**config.mk**
```make
export PLATFORM = sky130hd
export DESIGN_NAME = spi_flash_fetch
export DESIGN_NICKNAME = d
export VERILOG_FILES = /design/src/rtl/spi_flash_fetch.sv
export SDC_FILE = /design/constraint.sdc
export NUM_CORES = 1
export LEC_CHECK = 0
export BUFFER_PORTS_ARGS = -buffer_cell sky130_fd_sc_hd__buf_4
export CORE_UTILIZATION = 45
export DETAILED_ROUTE_END_ITERATION = 8
export SLEW_MARGIN = 20
export SYNTH_ARGS = -nofsm -noshare
export SYNTH_HDL_FRONTEND = slang
export SYNTH_SLANG_ARGS = --single-unit
export TNS_END_PERCENT = 100
```
**constraint.sdc**
```tcl
create_clock -name clk -period 3.17 [get_ports clk]
set_input_delay 0.634 -clock clk [delete_from_list [all_inputs] [get_ports clk]]
set_output_delay 0.634 -clock clk [all_outputs]
set_load 0.01 [all_outputs]
```
**src/rtl/spi_flash_fetch.sv**
```systemverilog
// spi_flash_fetch
//   Responder for the core's instruction fetch port. Serves 32-bit words from
//   an external SPI NOR flash using the serial READ command (SPI mode 0) and
//   keeps a one-word buffer so a re-fetch of the last word completes in one
//   cycle.
//
// Ports
//   clk          system clock
//   rstn         asynchronous active-low reset
//   instr_req    fetch request level, held by the core until instr_valid
//   instr_addr   byte address of the requested word (bits [1:0] ignored)
//   instr        fetched word, updated together with instr_valid
//   instr_valid  one-cycle pulse: instr holds the word for instr_addr
//   spi_sck      flash serial clock, idles low
//   spi_csn      flash chip select, active low
//   spi_mosi     command/address to the flash, MSB first
//   spi_miso     data from the flash
//   state_dbg    current FSM state (0 idle, 1 shift, 2 done, 3 gap)
//
// Handshake: instr_req is a level the core holds until it sees instr_valid.
// instr_valid is a single-cycle pulse and is never high two cycles in a row,
// so a request still held during the pulse cycle is not served twice.
module spi_flash_fetch #(
    parameter int         N        = 32,
    parameter int         CLK_DIV  = 1,
    parameter int         GAP      = 2,
    parameter logic [7:0] READ_CMD = 8'h03
) (
    input  logic         clk,
    input  logic         rstn,
    input  logic         instr_req,
    input  logic [N-1:0] instr_addr,
    output logic [N-1:0] instr,
    output logic         instr_valid,
    output logic         spi_sck,
    output logic         spi_csn,
    output logic         spi_mosi,
    input  logic         spi_miso,
    output logic [1:0]   state_dbg
);

    localparam int DIV_W = (2 * CLK_DIV > 1) ? $clog2(2 * CLK_DIV) : 1;
    localparam int GAP_W = (GAP > 1) ? $clog2(GAP) : 1;
    localparam logic [DIV_W-1:0] RISE_AT  = DIV_W'(CLK_DIV - 1);
    localparam logic [DIV_W-1:0] FALL_AT  = DIV_W'(2 * CLK_DIV - 1);
    localparam logic [GAP_W-1:0] GAP_LAST = GAP_W'(GAP - 1);

    typedef enum logic [1:0] {
        S_IDLE  = 2'd0,
        S_SHIFT = 2'd1,
        S_DONE  = 2'd2,
        S_GAP   = 2'd3
    } state_t;

    state_t           state, state_d;
    logic [DIV_W-1:0] div_cnt, div_cnt_d;
    logic [5:0]       bit_cnt, bit_cnt_d;
    logic [GAP_W-1:0] gap_cnt, gap_cnt_d;
    logic [31:0]      tx_sr, tx_sr_d;
    logic [31:0]      rx_sr, rx_sr_d;
    logic [N-1:2]     addr_q, addr_q_d;
    logic [N-1:0]     buf_word, buf_word_d;
    logic [N-1:2]     buf_tag, buf_tag_d;
    logic             buf_valid, buf_valid_d;
    logic [N-1:0]     instr_d;
    logic             instr_valid_d;
    logic             sck_d, csn_d, mosi_d;
    logic             hit;
    logic [N-1:0]     rx_word;
    logic             unused_addr_lsb;

    assign unused_addr_lsb = ^instr_addr[1:0];
    assign hit             = buf_valid && (buf_tag == instr_addr[N-1:2]);
    // Bytes arrive b0 first and end up in the top byte of rx_sr; the core
    // wants little-endian {b3,b2,b1,b0}.
    assign rx_word   = N'({rx_sr[7:0], rx_sr[15:8], rx_sr[23:16], rx_sr[31:24]});
    assign state_dbg = state;

    always_ff @(posedge clk or negedge rstn) begin
        if (!rstn) begin
            state       <= S_IDLE;
            div_cnt     <= '0;
            bit_cnt     <= '0;
            gap_cnt     <= '0;
            tx_sr       <= '0;
            rx_sr       <= '0;
            addr_q      <= '0;
            buf_word    <= '0;
            buf_tag     <= '0;
            buf_valid   <= 1'b0;
            instr       <= '0;
            instr_valid <= 1'b0;
            spi_sck     <= 1'b0;
            spi_csn     <= 1'b1;
            spi_mosi    <= 1'b0;
        end else begin
            state       <= state_d;
            div_cnt     <= div_cnt_d;
            bit_cnt     <= bit_cnt_d;
            gap_cnt     <= gap_cnt_d;
            tx_sr       <= tx_sr_d;
            rx_sr       <= rx_sr_d;
            addr_q      <= addr_q_d;
            buf_word    <= buf_word_d;
            buf_tag     <= buf_tag_d;
            buf_valid   <= buf_valid_d;
            instr       <= instr_d;
            instr_valid <= instr_valid_d;
            spi_sck     <= sck_d;
            spi_csn     <= csn_d;
            spi_mosi    <= mosi_d;
        end
    end

    always_comb begin
        state_d       = state;
        div_cnt_d     = div_cnt;
        bit_cnt_d     = bit_cnt;
        gap_cnt_d     = gap_cnt;
        tx_sr_d       = tx_sr;
        rx_sr_d       = rx_sr;
        addr_q_d      = addr_q;
        buf_word_d    = buf_word;
        buf_tag_d     = buf_tag;
        buf_valid_d   = buf_valid;
        instr_d       = instr;
        instr_valid_d = 1'b0;
        sck_d         = spi_sck;
        csn_d         = spi_csn;
        mosi_d        = spi_mosi;

        case (state)
            S_IDLE: begin
                // While the pulse is out the core still holds its request;
                // skip that cycle so the same fetch is not answered twice.
                if (instr_req && !instr_valid) begin
                    if (hit) begin
                        instr_d       = buf_word;
                        instr_valid_d = 1'b1;
                    end else begin
                        addr_q_d  = instr_addr[N-1:2];
                        // Command and address leave MSB first; zeros shift in
                        // behind them so mosi is low for the data phase.
                        tx_sr_d   = {READ_CMD, instr_addr[23:2], 2'b00};
                        mosi_d    = READ_CMD[7];
                        csn_d     = 1'b0;
                        sck_d     = 1'b0;
                        div_cnt_d = '0;
                        bit_cnt_d = '0;
                        state_d   = S_SHIFT;
                    end
                end
            end

            S_SHIFT: begin
                div_cnt_d = div_cnt + 1'b1;
                if (div_cnt == RISE_AT) begin
                    sck_d = 1'b1;
                    // Bits 32..63 are the data phase.
                    if (bit_cnt[5]) begin
                        rx_sr_d = {rx_sr[30:0], spi_miso};
                    end
                end
                if (div_cnt == FALL_AT) begin
                    sck_d     = 1'b0;
                    div_cnt_d = '0;
                    tx_sr_d   = {tx_sr[30:0], 1'b0};
                    mosi_d    = tx_sr[30];
                    bit_cnt_d = bit_cnt + 6'd1;
                    if (bit_cnt == 6'd63) begin
                        state_d = S_DONE;
                    end
                end
            end

            S_DONE: begin
                csn_d       = 1'b1;
                sck_d       = 1'b0;
                mosi_d      = 1'b0;
                buf_word_d  = rx_word;
                buf_tag_d   = addr_q;
                buf_valid_d = 1'b1;
                // The core may have moved on mid-frame; only answer if it
                // still wants this word, otherwise just keep it buffered.
                if (instr_req && (instr_addr[N-1:2] == addr_q)) begin
                    instr_d       = rx_word;
                    instr_valid_d = 1'b1;
                end
                gap_cnt_d = '0;
                state_d   = S_GAP;
            end

            S_GAP: begin
                if (gap_cnt == GAP_LAST) begin
                    state_d = S_IDLE;
                end else begin
                    gap_cnt_d = gap_cnt + 1'b1;
                end
            end

            default: state_d = S_IDLE;
        endcase
    end

endmodule

```
==> impl_table.tex, run 1 <==
\begin{tabular}{lr}
\hline
Metric & Value \\
\hline
\multicolumn{2}{l}{\textbf{Timing}} \\
\quad Number of endpoints with negative hold slack in the final report & 0 \\
\quad Maximum achievable frequency & $\sim$330 MHz \\
\quad Share of the cycle needed by the critical path after routing & around 96\% \\
\quad Max-slew violation count & 0 \\
\quad Aggregate negative setup slack & 0 ns \\
\quad Final period demand of the worst path & a little over 3 ns \\
\quad Relative slew margins & roughly a third \\
\quad Pin slew with the least headroom to its limit & a little under 1 ns \\
\quad Setup-violating endpoint count in the final report & 0 \\
\quad Layout Skew & around 0.012 ns \\
\multicolumn{2}{l}{\textbf{Critical path}} \\
\quad Top delay family on crit path & simple AND/OR/NAND/NOR gates \\
\quad CP required & about 3.5 ns \\
\quad CP max FO & 32 \\
\quad Data arrival time of the critical path & 3.37 ns \\
\quad CP Launch Type & register \\
\quad Register-to-Register Path Depth & 9 \\
\quad Worst flop-to-flop path endpoint & instr[21]\$\_DFFE\_PN0P\_ \\
\quad Cell with the largest stage delay on the worst path & or4\_1 \\
\quad Slack of the worst reg-to-reg path & approximately 0.12 ns \\
\quad Endpoint kind of the worst setup timing path & register \\
\quad Cell chain of the critical path & inv\_1, ha\_2, nand2\_1, or4\_1, nor4\_2, nand4\_1, a22oi\_4, buf\_12, mux2\_2 \\
\quad Critical path class & reg2reg \\
\quad Total buffers and inverters traversed by the critical path & 2 \\
\quad Maximum single-stage delay on the critical path & 0.51 ns \\
\quad Launching point of the worst reg2reg path & state\_dbg[0]\$\_DFFE\_PN0P\_ \\
\multicolumn{2}{l}{\textbf{Cells and area}} \\
\quad Commonest cells after routing, fill and taps aside & dfrtp\_1, mux2\_2, buf\_4 \\
\quad Final cell utilization of the core & a little over half \\
\quad Ratio of cells with drive above 1 in the final layout & a little over a third \\
\quad Commonest non-fill, non-tap cell in the layout & dfrtp\_1 \\
\quad Number of diodes added for antenna fixing & 0 \\
\quad Area grow syn2layout & 16.47\% \\
\quad Non-filler instance count after layout & around 1100 \\
\quad Layout Nets & a little under 900 \\
\quad Final-layout fill cell count & roughly 1700 \\
\multicolumn{2}{l}{\textbf{Floorplanning}} \\
\quad Die Area & roughly 21000 um2 \\
\quad Starting density of the core & 45.88\% \\
\quad I/O pin cnt & 74 \\
\quad Die X-Extent & between 100 and 150 um \\
\quad Height of the die & about 150 um \\
\quad Core Region & 20230 um2 \\
\quad Rows & 52 \\
\multicolumn{2}{l}{\textbf{Synthesis}} \\
\quad Number of flops mapped to enable cells by yosys & 0 \\
\quad Portion of synthesized cell area occupied by the leading cell type & around 54\% \\
\quad Post-synth top flop & dfrtp\_1 \\
\quad Netlist cell types & 50 \\
\quad Synth Register Bits & 200 \\
\quad Yosys top cell by area & dfrtp\_1 \\
\quad Synthesized netlist cell count & between 700 and 800 \\
\quad Fraction of registers with async set or reset after synthesis & 100.0\% \\
\quad Synth Area per Inst & between 10 and 15 um2 \\
\quad Largest cells by area after synthesis & dfrtp\_1, mux2\_2, xnor2\_1 \\
\quad Portion of the post-synthesis area used by sequential elements & between 50\% and 60\% \\
\quad Total standard cell area after synthesis & approximately 9300 um2 \\
\quad Synth Net Count & about 810 \\
\quad Number of warnings reported in the yosys synthesis log & 0 \\
\multicolumn{2}{l}{\textbf{Place}} \\
\quad Post-DP HPWL & 13520 um \\
\quad Routability congestion estimate & between 0.8 and 0.9 \\
\quad Placed cells & around 1100 \\
\quad PortBufs & 71 \\
\multicolumn{2}{l}{\textbf{Global routing}} \\
\quad Number of global-route vias before repair & 6255 \\
\quad Initial antenna violation count & 0 \\
\quad Global-route wire length before repair & $\sim$33000 um \\
\quad Global route overflow & 0 \\
\quad Tot GR Track Use & between 15 and 20\% \\
\quad Largest net degree at the start of global routing & 87 \\
\multicolumn{2}{l}{\textbf{Routing}} \\
\quad Number of iterations in the first detailed-routing pass & 4 \\
\quad Remaining routing DRC violations & 0 \\
\quad Post-Route WL & about 20000 um \\
\quad Mean routed wirelength per cell & roughly 18 um \\
\quad Iter 0 DRT Violations & roughly 350 \\
\quad Via count & slightly above 6000 \\
\quad Detailed-route vias per instance & 5.560 \\
\quad Remaining antenna violation count after routing & 0 \\
\multicolumn{2}{l}{\textbf{Clock tree}} \\
\quad Clock tree from TritonCTS & done \\
\quad Number of levels in the clock H-tree & 4 \\
\quad Clock tree root buffer cell & clkbuf\_16 \\
\quad Number of clock buffers inserted by TritonCTS & 17 \\
\quad Clk slew on worst S/H paths & $\sim$0.080 ns \\
\quad Insertion delay to the later sink of the worst-skew pair & between 0.4 and 0.5 ns \\
\quad Sink count of the clock tree & 200 \\
\quad Max Buffers Root-to-Sink & 2 \\
\multicolumn{2}{l}{\textbf{Run status}} \\
\quad Result of the run & finished, final reports clean \\
\multicolumn{2}{l}{\textbf{Flow run}} \\
\quad Maximum capacitance violations & 0 \\
\multicolumn{2}{l}{\textbf{Hold path}} \\
\quad Worst min-delay path category & in2async \\
\multicolumn{2}{l}{\textbf{Power and ir drop}} \\
\quad Power per standard cell area & between 800 and 900 nW/um2 \\
\quad Static leakage & roughly 0.005 uW \\
\quad Maximum vdd ir drop & 0.0004199 V \\
\hline
\end{tabular}
sequential cells by signal (all words and copies together), names as in the netlist:
name	count
state_dbg	2
spi_csn	1
div_cnt	1
rx_sr	32
buf_tag	30
spi_sck	1
instr	32
tx_sr	29
buf_valid	1
buf_word	32
gap_cnt	1
spi_mosi	1
bit_cnt	6
addr_q	30
instr_valid	1
metal layers:
metal  routed length [um]  GRT usage (%)  vias to the layer above  share of wire, %
met2                 9673          32.02                      120                48
met1                 9175          26.35                     3177                46
li1                     -              -                     2897                 -
met3                  832          4.765                       16               4.2
met5                    0              0                        -                 0
met4                  295          5.789                        0               1.5
Yosys cell counts, types with 3 or more instances:
cell type	instances
nand3b_1	3
a221oi_1	6
clkbuf_1	27
dfrtp_1	199
xnor2_1	46
mux2_2	147
a41oi_1	15
buf_2	7
and3_1	3
a31oi_1	17
nand2_1	33
xor2_1	14
o22a_1	5
nor2_1	38
inv_1	44
nor4_1	6
nand4_1	21
o21ai_0	23
nand2b_1	5
nor3_1	4
ha_1	6
or3_1	3
nand3_1	18
a21oi_1	11
buf_6	3
buf_1	8
o22ai_1	5
o211ai_1	8
o221a_2	15
through the flow:
step	setup WS (ns)	hold WS (ns)	cell area [um2]	total power, uW
global placement	-0.01343	0.4647	10170	6952
CTS	0.05514	0.2582	10800	9415
global route	-0.01948	0.2909	10810	9929
floorplan	0.5691	0.3384	9283	6207
finish	0.1184	0.2309	10810	9353
detailed placement	-0.04576	0.4655	10170	7128
report_power, final:
part	switching, uW	leakage, uW	total (uW)	internal, uW
Combinational	1750	0.00213	3360	1610
Clock	1100	0.000307	2260	1150
Sequential	537	0.00258	3740	3200
Total	3390	0.00502	9350	5970
what timing repair did:
item	4_1_cts	5_1_grt
setup endpoints to repair	0	32
resized for setup	0	1
endpoints found under the hold margin	0	0
buffers inserted	0	0
hold buffers	0	0
final cells by class:
| cell class | count | area, um2 | area share (%) |
|---|---|---|---|
| flip-flops and latches | 200 | 5006 | 46.30 |
| multi-input cells | 478 | 3914 | 36.20 |
| repair buffers | 93 | 754.5 | 6.978 |
| clock buffers | 17 | 425.4 | 3.935 |
| well taps | 270 | 337.8 | 3.125 |
| clock inverters | 15 | 209.0 | 1.933 |
| inverters | 44 | 165.2 | 1.528 |
cell families after synthesis:
kind of cell | after synthesis | share of synthesized area (%)
AND/OR/NAND/NOR | 143 | 7.575
buffers and inverters | 91 | 4.098
multiplexers | 150 | 18.17
AO/OA/AOI/OAI | 119 | 9.759
adder cells (fa/ha/maj) | 6 | 0.8087
flip-flops | 200 | 53.93
XOR/XNOR | 60 | 5.661
how the worst max path moves through the flow:
| stage | start | end | slack (ns) | depth (start not counted) |
|---|---|---|---|---|
| global placement | instr_addr[2] | instr[9]$_DFFE_PN0P_ | -0.01 | 8 |
| detailed placement | instr_addr[2] | instr[2]$_DFFE_PN0P_ | -0.05 | 8 |
| floorplan | instr_addr[26] | instr[10]$_DFFE_PN0P_ | 0.57 | 7 |
| finish | state_dbg[0]$_DFFE_PN0P_ | instr[21]$_DFFE_PN0P_ | 0.12 | 9 |
| CTS | state_dbg[0]$_DFFE_PN0P_ | instr[2]$_DFFE_PN0P_ | 0.06 | 9 |
| global route | state_dbg[0]$_DFFE_PN0P_ | instr[30]$_DFFE_PN0P_ | -0.02 | 9 |
No activity file was read; power rests on OpenSTA's default activity.
==> run 2, diff against run 1 <==
Settings changed: GPL_TIMING_DRIVEN set to 0.
==> impl_table.tex, run 2 (synthesis gave the netlist of run 1 again) <==
\begin{tabular}{lr}
\hline
Metric & Value \\
\hline
\multicolumn{2}{l}{\textbf{Clock tree}} \\
\quad Insertion delay to the later sink of the worst-skew pair & 0.43 ns (about the same) \\
\quad Max Buffers Root-to-Sink & 2 (unchanged) \\
\quad Clock tree root buffer cell & clkbuf\_16 \\
\quad Clock tree from TritonCTS & done \\
\quad Clk slew on worst S/H paths & 0.07 ns (about the same) \\
\quad Number of levels in the clock H-tree & 4 (unchanged) \\
\quad Number of clock buffers inserted by TritonCTS & 17 (unchanged) \\
\quad Sink count of the clock tree & 200 (unchanged) \\
\multicolumn{2}{l}{\textbf{Hold path}} \\
\quad Worst min-delay path category & in2async \\
\multicolumn{2}{l}{\textbf{Global routing}} \\
\quad Number of global-route vias before repair & 6670 (+6.6\%) \\
\quad Global route overflow & 0 (unchanged) \\
\quad Initial antenna violation count & 0 (unchanged) \\
\quad Tot GR Track Use & 21.58\% (+1.8 points) \\
\quad Largest net degree at the start of global routing & 102 (+17\%) \\
\quad Global-route wire length before repair & 35710 um (+8.7\%) \\
\multicolumn{2}{l}{\textbf{Timing}} \\
\quad Share of the cycle needed by the critical path after routing & 95.99\% (-0.28 points) \\
\quad Max-slew violation count & 0 (unchanged) \\
\quad Layout Skew & 0.01497 ns (+0.002749 ns) \\
\quad Maximum achievable frequency & 328.6 MHz (+0.29\%) \\
\quad Number of endpoints with negative hold slack in the final report & 0 (unchanged) \\
\quad Relative slew margins & 48.99\% (+14 points) \\
\quad Unrepaired setup endpoints after global routing & no \\
\quad Setup-violating endpoint count in the final report & 0 (unchanged) \\
\quad Worst-case setup margin in the final layout & 0.1272 ns (+0.008734 ns) \\
\quad Final period demand of the worst path & 3.043 ns (-0.008734 ns) \\
\quad Aggregate negative setup slack & 0 ns (unchanged) \\
\quad Pin slew with the least headroom to its limit & 0.7651 ns (-0.2052 ns) \\
\multicolumn{2}{l}{\textbf{Routing}} \\
\quad Remaining routing DRC violations & 0 (unchanged) \\
\quad Via count & 6411 (+3.2\%) \\
\quad Mean routed wirelength per cell & 18.73 um (+4.7\%) \\
\quad Post-Route WL & 21430 um (+7.3\%) \\
\quad Iter 0 DRT Violations & 347 (+0.58\%) \\
\quad Detailed-route vias per instance & 5.604 (+0.80\%) \\
\quad Remaining antenna violation count after routing & 0 (unchanged) \\
\quad Number of iterations in the first detailed-routing pass & 5 (+1) \\
\multicolumn{2}{l}{\textbf{Floorplanning}} \\
\quad Height of the die & 145.6 um (unchanged) \\
\quad Rows & 52 (unchanged) \\
\quad Core Region & 20230 um2 (unchanged) \\
\quad Starting density of the core & 45.88\% (unchanged) \\
\quad Die Area & 21210 um2 (unchanged) \\
\quad Die X-Extent & 145.6 um (unchanged) \\
\quad I/O pin cnt & 74 (unchanged) \\
\multicolumn{2}{l}{\textbf{Cells and area}} \\
\quad Ratio of cells with drive above 1 in the final layout & 32.84\% (-2.3 points) \\
\quad Commonest non-fill, non-tap cell in the layout & dfrtp\_1 \\
\quad Number of diodes added for antenna fixing & 0 (unchanged) \\
\quad Non-filler instance count after layout & 1144 (+2.4\%) \\
\quad Final-layout fill cell count & 1803 (+4.0\%) \\
\quad Area grow syn2layout & 16.36\% (about the same) \\
\quad Commonest cells after routing, fill and taps aside & dfrtp\_1, mux2\_2, buf\_4 \\
\quad Biggest registers after layout & buf\_word: 32 flops, instr: 32 flops, rx\_sr: 32 flops \\
\quad Layout Nets & 904 (+3.2\%) \\
\multicolumn{2}{l}{\textbf{Critical path}} \\
\quad Data arrival time of the critical path & 3.36 ns (about the same) \\
\quad Cell chain of the critical path & inv\_1, ha\_2, nand2\_1, or4\_1, nor4\_4, nand4\_1, buf\_4, a22oi\_4, buf\_12, buf\_6, mux2\_2 \\
\quad Critical path origin & state\_dbg[0]\$\_DFFE\_PN0P\_ \\
\quad Maximum single-stage delay on the critical path & 0.54 ns (+0.03 ns) \\
\quad CP max FO & 10 (-69\%) \\
\quad CP required & 3.48 ns (about the same) \\
\quad Critical path class & reg2reg \\
\quad Launching point of the worst reg2reg path & state\_dbg[0]\$\_DFFE\_PN0P\_ \\
\quad Cell with the largest stage delay on the worst path & or4\_1 \\
\quad Endpoint kind of the worst setup timing path & register \\
\quad CP Launch Type & register \\
\multicolumn{2}{l}{\textbf{Power and ir drop}} \\
\quad Power per standard cell area & 863.5 nW/um2 (-0.18\%) \\
\quad Static leakage & 0.004996 uW (-0.41\%) \\
\quad Maximum vdd ir drop & 0.0003644 V (-13\%) \\
\multicolumn{2}{l}{\textbf{Place}} \\
\quad Routability congestion estimate & 0.8693 (-0.26\%) \\
\quad Placed cells & 1111 (+2.4\%) \\
\quad Post-DP HPWL & 15300 um (+13\%) \\
\quad Setup Slack @ Placement & -0.2043 ns (-0.1585 ns) \\
\quad PortBufs & 71 (unchanged) \\
\multicolumn{2}{l}{\textbf{Run status}} \\
\quad Result of the run & finished, final reports clean \\
\multicolumn{2}{l}{\textbf{Flow run}} \\
\quad Maximum capacitance violations & 0 (unchanged) \\
\hline
\end{tabular}
[run 2: where the power goes]
part           internal (uW)  switching (uW)
combinational           1610            1870
clock                   1050            1040
sequential              3200             548
total                   5860            3460
[run 2: critical path: cells and delay by family (launching register included)]
kind	cells	cell delay, ns
simple gates	4	1.06
buf+inv	4	0.60
flops	1	0.46
mux	1	0.35
fa+ha+maj	1	0.25
compound gates	1	0.20
[run 2: area by class of cell]
| type | count | area [um2] | share of cell area (%) |
|---|---|---|---|
| clock buffers | 18 | 429.2 | 3.973 |
| clock inverters | 13 | 137.6 | 1.274 |
| well taps | 270 | 337.8 | 3.128 |
| multi-input cells | 478 | 3914 | 36.23 |
| flip-flops and latches | 200 | 5007 | 46.36 |
| plain buffers | 47 | 215.2 | 1.992 |
| repair buffers | 74 | 595.6 | 5.514 |
| inverters | 44 | 165.2 | 1.529 |
[run 2: metal layers]
metal  track usage, %  up-vias  share of wire [%]
li1                 -     2942                  -
met1            27.74     3247                 43
met2            35.46      186                 49
met3            4.734       36                5.4
met4            8.842        0                3.1
met5                0        -                  0
[run 2: through the flow]
stage          hold WS (ns)  power, uW  instance area, um2  util, %
2_1_floorplan        0.3384       6207                9283        -
3_3_place_gp         0.4600       7059               10150    50.18
3_5_place_dp         0.4750       7238               10190    50.35
4_1_cts              0.2634       9384               10790    53.33
5_1_grt              0.2805       9906               10800    53.38
6_report             0.2328       9327               10800    53.38
[run 2: timing repair]
| action | 4_1_cts | 5_1_grt |
|---|---|---|
| gates resized for setup | 2 | 2 |
| buffers inserted | 2 | 0 |
| pin swaps | 2 | 0 |
| hold buffers | 0 | 0 |
| gates cloned | 0 | 0 |
| setup endpoints to repair | 32 | 29 |
[run 2: worst paths after layout]
path | end | slack [ns] | cells past startpoint
worst min register to register | spi_csn$_DFFE_PN1P_ | 0.48 | 2
min in group clk | rx_sr[0]$_DFFE_PN0P_ | 0.45 | 2
worst min-delay path | buf_tag[22]$_DFFE_PN0P_ | 0.23 | 1
max in group asynchronous | tx_sr[21]$_DFFE_PN0P_ | 1.97 | 2
worst max register to register | instr[25]$_DFFE_PN0P_ | 0.13 | 11
worst max-delay path | instr[25]$_DFFE_PN0P_ | 0.13 | 11
